### config.mk
export PLATFORM = sky130hd
export DESIGN_NAME = mips32_mem_dump
export DESIGN_NICKNAME = d
export VERILOG_FILES = /design/src/rtl/mips32_mem_dump.sv
export SDC_FILE = /design/constraint.sdc
export NUM_CORES = 1
export LEC_CHECK = 0
export ABC_AREA = 1
export CAP_MARGIN = 20
export CORE_MARGIN = 2
export CORE_UTILIZATION = 50
export DETAILED_ROUTE_END_ITERATION = 8
export GPL_ROUTABILITY_DRIVEN = 0
export PLACE_DENSITY = 0.81
export SLEW_MARGIN = 30
export SYNTH_ARGS = -nofsm -noshare
export SYNTH_HDL_FRONTEND = slang
export SYNTH_SLANG_ARGS = --single-unit
### constraint.sdc
create_clock -name clk1 -period 2.2 [get_ports clk1]
set_clock_uncertainty 0.2 [all_clocks]
set_input_delay 0.22 -clock clk1 [delete_from_list [all_inputs] [get_ports clk1]]
set_output_delay 0.22 -clock clk1 [all_outputs]
set_load 0.005 [all_outputs]
### src/rtl/mips32_mem_dump.sv
// Post-halt data-memory readout: reads a window of words through a synchronous
// read port and streams each word MSB-first as bytes. Define MEM_DUMP_CHECKSUM_EN
// to append a 4-byte XOR checksum of all dumped words.
module mips32_mem_dump #(
    parameter int ADDR_W = 10,
    parameter int CNT_W  = 11
) (
    input  logic              clk1,
    input  logic              rst_n,
    input  logic              start,
    input  logic [ADDR_W-1:0] start_addr,
    input  logic [CNT_W-1:0]  word_count,
    output logic              mem_rd_en,
    output logic [ADDR_W-1:0] mem_rd_addr,
    input  logic [31:0]       mem_rd_data,
    output logic              out_valid,
    input  logic              out_ready,
    output logic [7:0]        out_data,
    output logic              busy,
    output logic              done
);

    typedef enum logic [2:0] {
        S_IDLE,
        S_READ,
        S_WAIT,
        S_SEND,
`ifdef MEM_DUMP_CHECKSUM_EN
        S_CSUM,
`endif
        S_DONE
    } state_t;

    state_t            state_q, state_d;
    logic [ADDR_W-1:0] addr_q, addr_d;
    logic [CNT_W-1:0]  rem_q, rem_d;
    logic [31:0]       shift_q, shift_d;
    logic [1:0]        idx_q, idx_d;
`ifdef MEM_DUMP_CHECKSUM_EN
    logic [31:0]       csum_q, csum_d;
`endif

    always_ff @(posedge clk1) begin
        if (!rst_n) begin
            state_q <= S_IDLE;
            addr_q  <= '0;
            rem_q   <= '0;
            shift_q <= '0;
            idx_q   <= '0;
`ifdef MEM_DUMP_CHECKSUM_EN
            csum_q  <= '0;
`endif
        end else begin
            state_q <= state_d;
            addr_q  <= addr_d;
            rem_q   <= rem_d;
            shift_q <= shift_d;
            idx_q   <= idx_d;
`ifdef MEM_DUMP_CHECKSUM_EN
            csum_q  <= csum_d;
`endif
        end
    end

    always_comb begin
        state_d = state_q;
        addr_d  = addr_q;
        rem_d   = rem_q;
        shift_d = shift_q;
        idx_d   = idx_q;
`ifdef MEM_DUMP_CHECKSUM_EN
        csum_d  = csum_q;
`endif
        case (state_q)
            S_IDLE: begin
                if (start) begin
                    addr_d  = start_addr;
                    rem_d   = word_count;
`ifdef MEM_DUMP_CHECKSUM_EN
                    csum_d  = '0;
`endif
                    state_d = (word_count == '0) ? S_DONE : S_READ;
                end
            end
            S_READ: state_d = S_WAIT;
            S_WAIT: begin
                shift_d = mem_rd_data;
                idx_d   = 2'd0;
`ifdef MEM_DUMP_CHECKSUM_EN
                csum_d  = csum_q ^ mem_rd_data;
`endif
                state_d = S_SEND;
            end
            S_SEND: begin
                if (out_ready) begin
                    if (idx_q != 2'd3) begin
                        shift_d = {shift_q[23:0], 8'h00};
                        idx_d   = idx_q + 2'd1;
                    end else begin
                        rem_d  = rem_q - CNT_W'(1);
                        addr_d = addr_q + ADDR_W'(1);
                        if (rem_q != CNT_W'(1)) begin
                            state_d = S_READ;
                        end else begin
`ifdef MEM_DUMP_CHECKSUM_EN
                            // Checksum already includes the last word, captured in WAIT.
                            shift_d = csum_q;
                            idx_d   = 2'd0;
                            state_d = S_CSUM;
`else
                            state_d = S_DONE;
`endif
                        end
                    end
                end
            end
`ifdef MEM_DUMP_CHECKSUM_EN
            S_CSUM: begin
                if (out_ready) begin
                    if (idx_q != 2'd3) begin
                        shift_d = {shift_q[23:0], 8'h00};
                        idx_d   = idx_q + 2'd1;
                    end else begin
                        state_d = S_DONE;
                    end
                end
            end
`endif
            S_DONE:  state_d = S_IDLE;
            default: state_d = S_IDLE;
        endcase
    end

    always_comb begin
        mem_rd_en   = (state_q == S_READ);
        mem_rd_addr = addr_q;
        out_data    = shift_q[31:24];
`ifdef MEM_DUMP_CHECKSUM_EN
        out_valid   = (state_q == S_SEND) || (state_q == S_CSUM);
`else
        out_valid   = (state_q == S_SEND);
`endif
        busy        = (state_q == S_READ) || (state_q == S_WAIT) || out_valid;
        done        = (state_q == S_DONE);
    end

endmodule
==> results.cfg <==
[status]
status = completed

[drt]
dr.pass1.iters = 5
drc = 0
drt_wl_total_um = 7890
ant_nets = 0
vias = 3316
drt_iter0_markers = 237
via_per_inst = 5.13
wire_per_inst_um = 12.2

[synth]
yosys_warnings = 0
synth.most_common_cell = nand2_1
ys_top_cells_by_area = dfxtp_1 36%, nand2_1 16%, a21oi_1 8.6%
netlist_area_mm2 = 0.00320
synthTopCellsByCount = 140 x nand2_1, 58 x dfxtp_1, 55 x a21oi_1, 53 x nor2_1, 50 x o21ai_0
synth-seq-cells = 58
ys_types = 28
synth_top_area_share_pct = 36.2
synth_edf_count = 0
syn_nets = 565
synth-main-ff-cell = dfxtp_1
avgSynthCellArea_um2 = 6.36
async_flop_share_pct = 0
ys_seq_area_share_pct = 36.2
synth_top_area_cell = dfxtp_1
synth_cells = 504

[worst_setup_path]
critPathKind = reg -> out
slowest_delay_ns = 0.50
critPathLaunchType = flop
rr_endpoint = mem_rd_addr[9]
rrSetupSlack_ns = 0.20
endpoint_kind = primary output
r2r_cells = 8
worstPathCellList = inv_2 > nand2_1 > inv_1 > nor2_1 > clkdlybuf4s50_1
reg2reg_from = state_q[2]
cp.required_ns = 1.78
crit_buf_inv = 3
arrival_ns = 1.58
cp_top_family = buffers and inverters
cp_max_fo = 4
slowest_stage = clkdlybuf4s50_1

[finish]
finalInstanceArea_mm2 = 0.00419
nFillCells = 551
multi_input_area_mm2 = 0.00167
fin_nets = 627
area_delta_synth_final_pct = 30.7
diodes = 0
final_layout_size_suffix_gt1_share_pct = 6.50
final_cells = 646
regArea_mm2 = 0.00116

[run]
max-cap-violations = 0

[grt]
antenna_found_initial = 0
grtUsageMet3_pct = 4.35
track_usage_pct = 23.6
grt_pass1_wl_um = 13700
grt_util_met2_pct = 38.6
grt_start_max_net_pins = 64
overflow = 0
grt_pass1_vias = 3185
use_met1_pct = 30.0
busiest_layer = met2

[die]
fp-row-count = 29
fp.dieW_um = 84.1
die_area_mm2 = 0.00707
coreArea_mm2 = 0.00628
io_pins = 79
initial_core_util_pct = 51.0
die_y_um = 84.1

[timing]
setup_violations = 0
finalMaxSlewViolations = 0
period_share_pct = 91.1
worst_slew_pin_slew_ns = 0.425
hold_viol_final = 0
holdWs_ns = 0.244
max_slew_margin_pct = 71.7
post-route-min-period_ns = 2.00
tns_ns = 0
rsz0062_at_grt = false
fmax_mhz = 499

[cts]
cts_tree = yes
worst_skew_pair.late_latency_ns = 0.34
clk_path_buf_depth = 2
clkTransAtPathRegs_ns = 0.07
hold_buffers = 0
cts.sinks = 58
cts_made_buffers = 9
cts_htree_levels = 3
cts_root_buffer = clkbuf_8

[worst_hold_path]
min_to = shift_q[2]
min_from = mem_rd_data[2]
hold_depth = 3
hold_path.class = in -> reg

[place]
placed_cells = 632
portBuffers = 78
place_hpwl_um = 5460
place_area_mm2 = 0.00398

[power]
ir_worst_vdd_uv = 813
finalPower_mw = 5.40
p_leak_nw = 1.79
power_density_mw_per_mm2 = 1290
==> per-stage QoR <==
stage               util [%]  worst slack, ns
finish                  66.7            0.196
global route            66.7           0.0136
CTS                     66.7           0.0992
detailed placement      63.4            0.207
global placement        63.4            0.255
floorplan                  -            0.595
==> power breakdown <==
part	internal (mW)	switching (mW)	leakage, nW
clock network	0.654	0.410	0.105
logic	1.10	1.49	1.21
registers	1.47	0.273	0.477
==> per-layer routing <==
layer / part of all wire [%] / up-vias
met1: 45 / 1456
met2: 48 / 109
li1: - / 1731
met3: 4.8 / 20
met5: 0 / -
met4: 2.0 / 0
==> worst register-to-register path, cell delays in order, from the launching register on <==
cell     delay [ns]
dfxtp_1        0.44
inv_2          0.08
nand2_2        0.12
nor2_4         0.07
nand2_2        0.20
nand3_2        0.39
nor2_1         0.24
nand2_1        0.07
a21oi_1        0.13
==> cell usage in the layout, fill, tap and decap left out <==
cell	synthesis	layout
a211oi_1	1	1
a21oi_1	55	55
a21oi_4	1	1
a31oi_1	1	1
buf_12	0	4
buf_4	9	2
bufinv_16	0	2
clkbuf_1	13	1
clkbuf_8	0	10
clkdlybuf4s50_1	0	78
clkinv_1	1	1
clkinv_2	0	1
dfxtp_1	58	57
dfxtp_2	0	1
ha_1	4	4
inv_1	44	44
inv_2	3	3
nand2_1	140	140
nand2_2	5	5
nand3_1	21	21
nand3_2	1	1
nand4_1	1	1
nor2_1	53	53
nor2_2	1	1
nor2_4	2	2
nor3_1	6	6
o21ai_0	50	50
o21ai_1	17	17
o21bai_1	1	1
o31ai_1	1	1
or2_2	4	4
==> final cells by class <==
cell class                      count  share of cell area (%)
Multi-Input combinational cell    365                    39.8
Sequential cell                    58                    27.8
Timing Repair Buffer               84                    20.9
Inverter                           48                    4.30
Clock buffer                       11                    3.38
Tap cell                           77                    2.30
Clock inverter                      3                    1.55
==> worst max path at each step <==
stage | from | endpoint | depth (start not counted)
3_5_place_dp | out_ready | mem_rd_addr[6] | 7
4_1_cts | state_q[0] | busy | 5
5_1_grt | state_q[2] | mem_rd_addr[9] | 8
3_3_place_gp | out_ready | mem_rd_addr[6] | 7
6_report | state_q[0] | busy | 5
2_1_floorplan | idx_q[0] | shift_q[19] | 6
==> repair_timing <==
item	4_1_cts	5_1_grt
setup buffers	0	0
gates resized for setup	0	1
setup endpoints to repair	0	2
==> logic make-up after synthesis <==
family	synth area share [%]
fa+ha+maj	1.56
compound gates	20.5
buf+inv	11.8
flops	36.2
simple gates	30.0
==> registers in the layout, indices dropped and copies added, names as in the netlist <==
register     cells
mem_rd_addr     10
state_q          3
rem_q           11
idx_q            2
shift_q         32
Note: power is estimated with default switching activity, not from simulation.
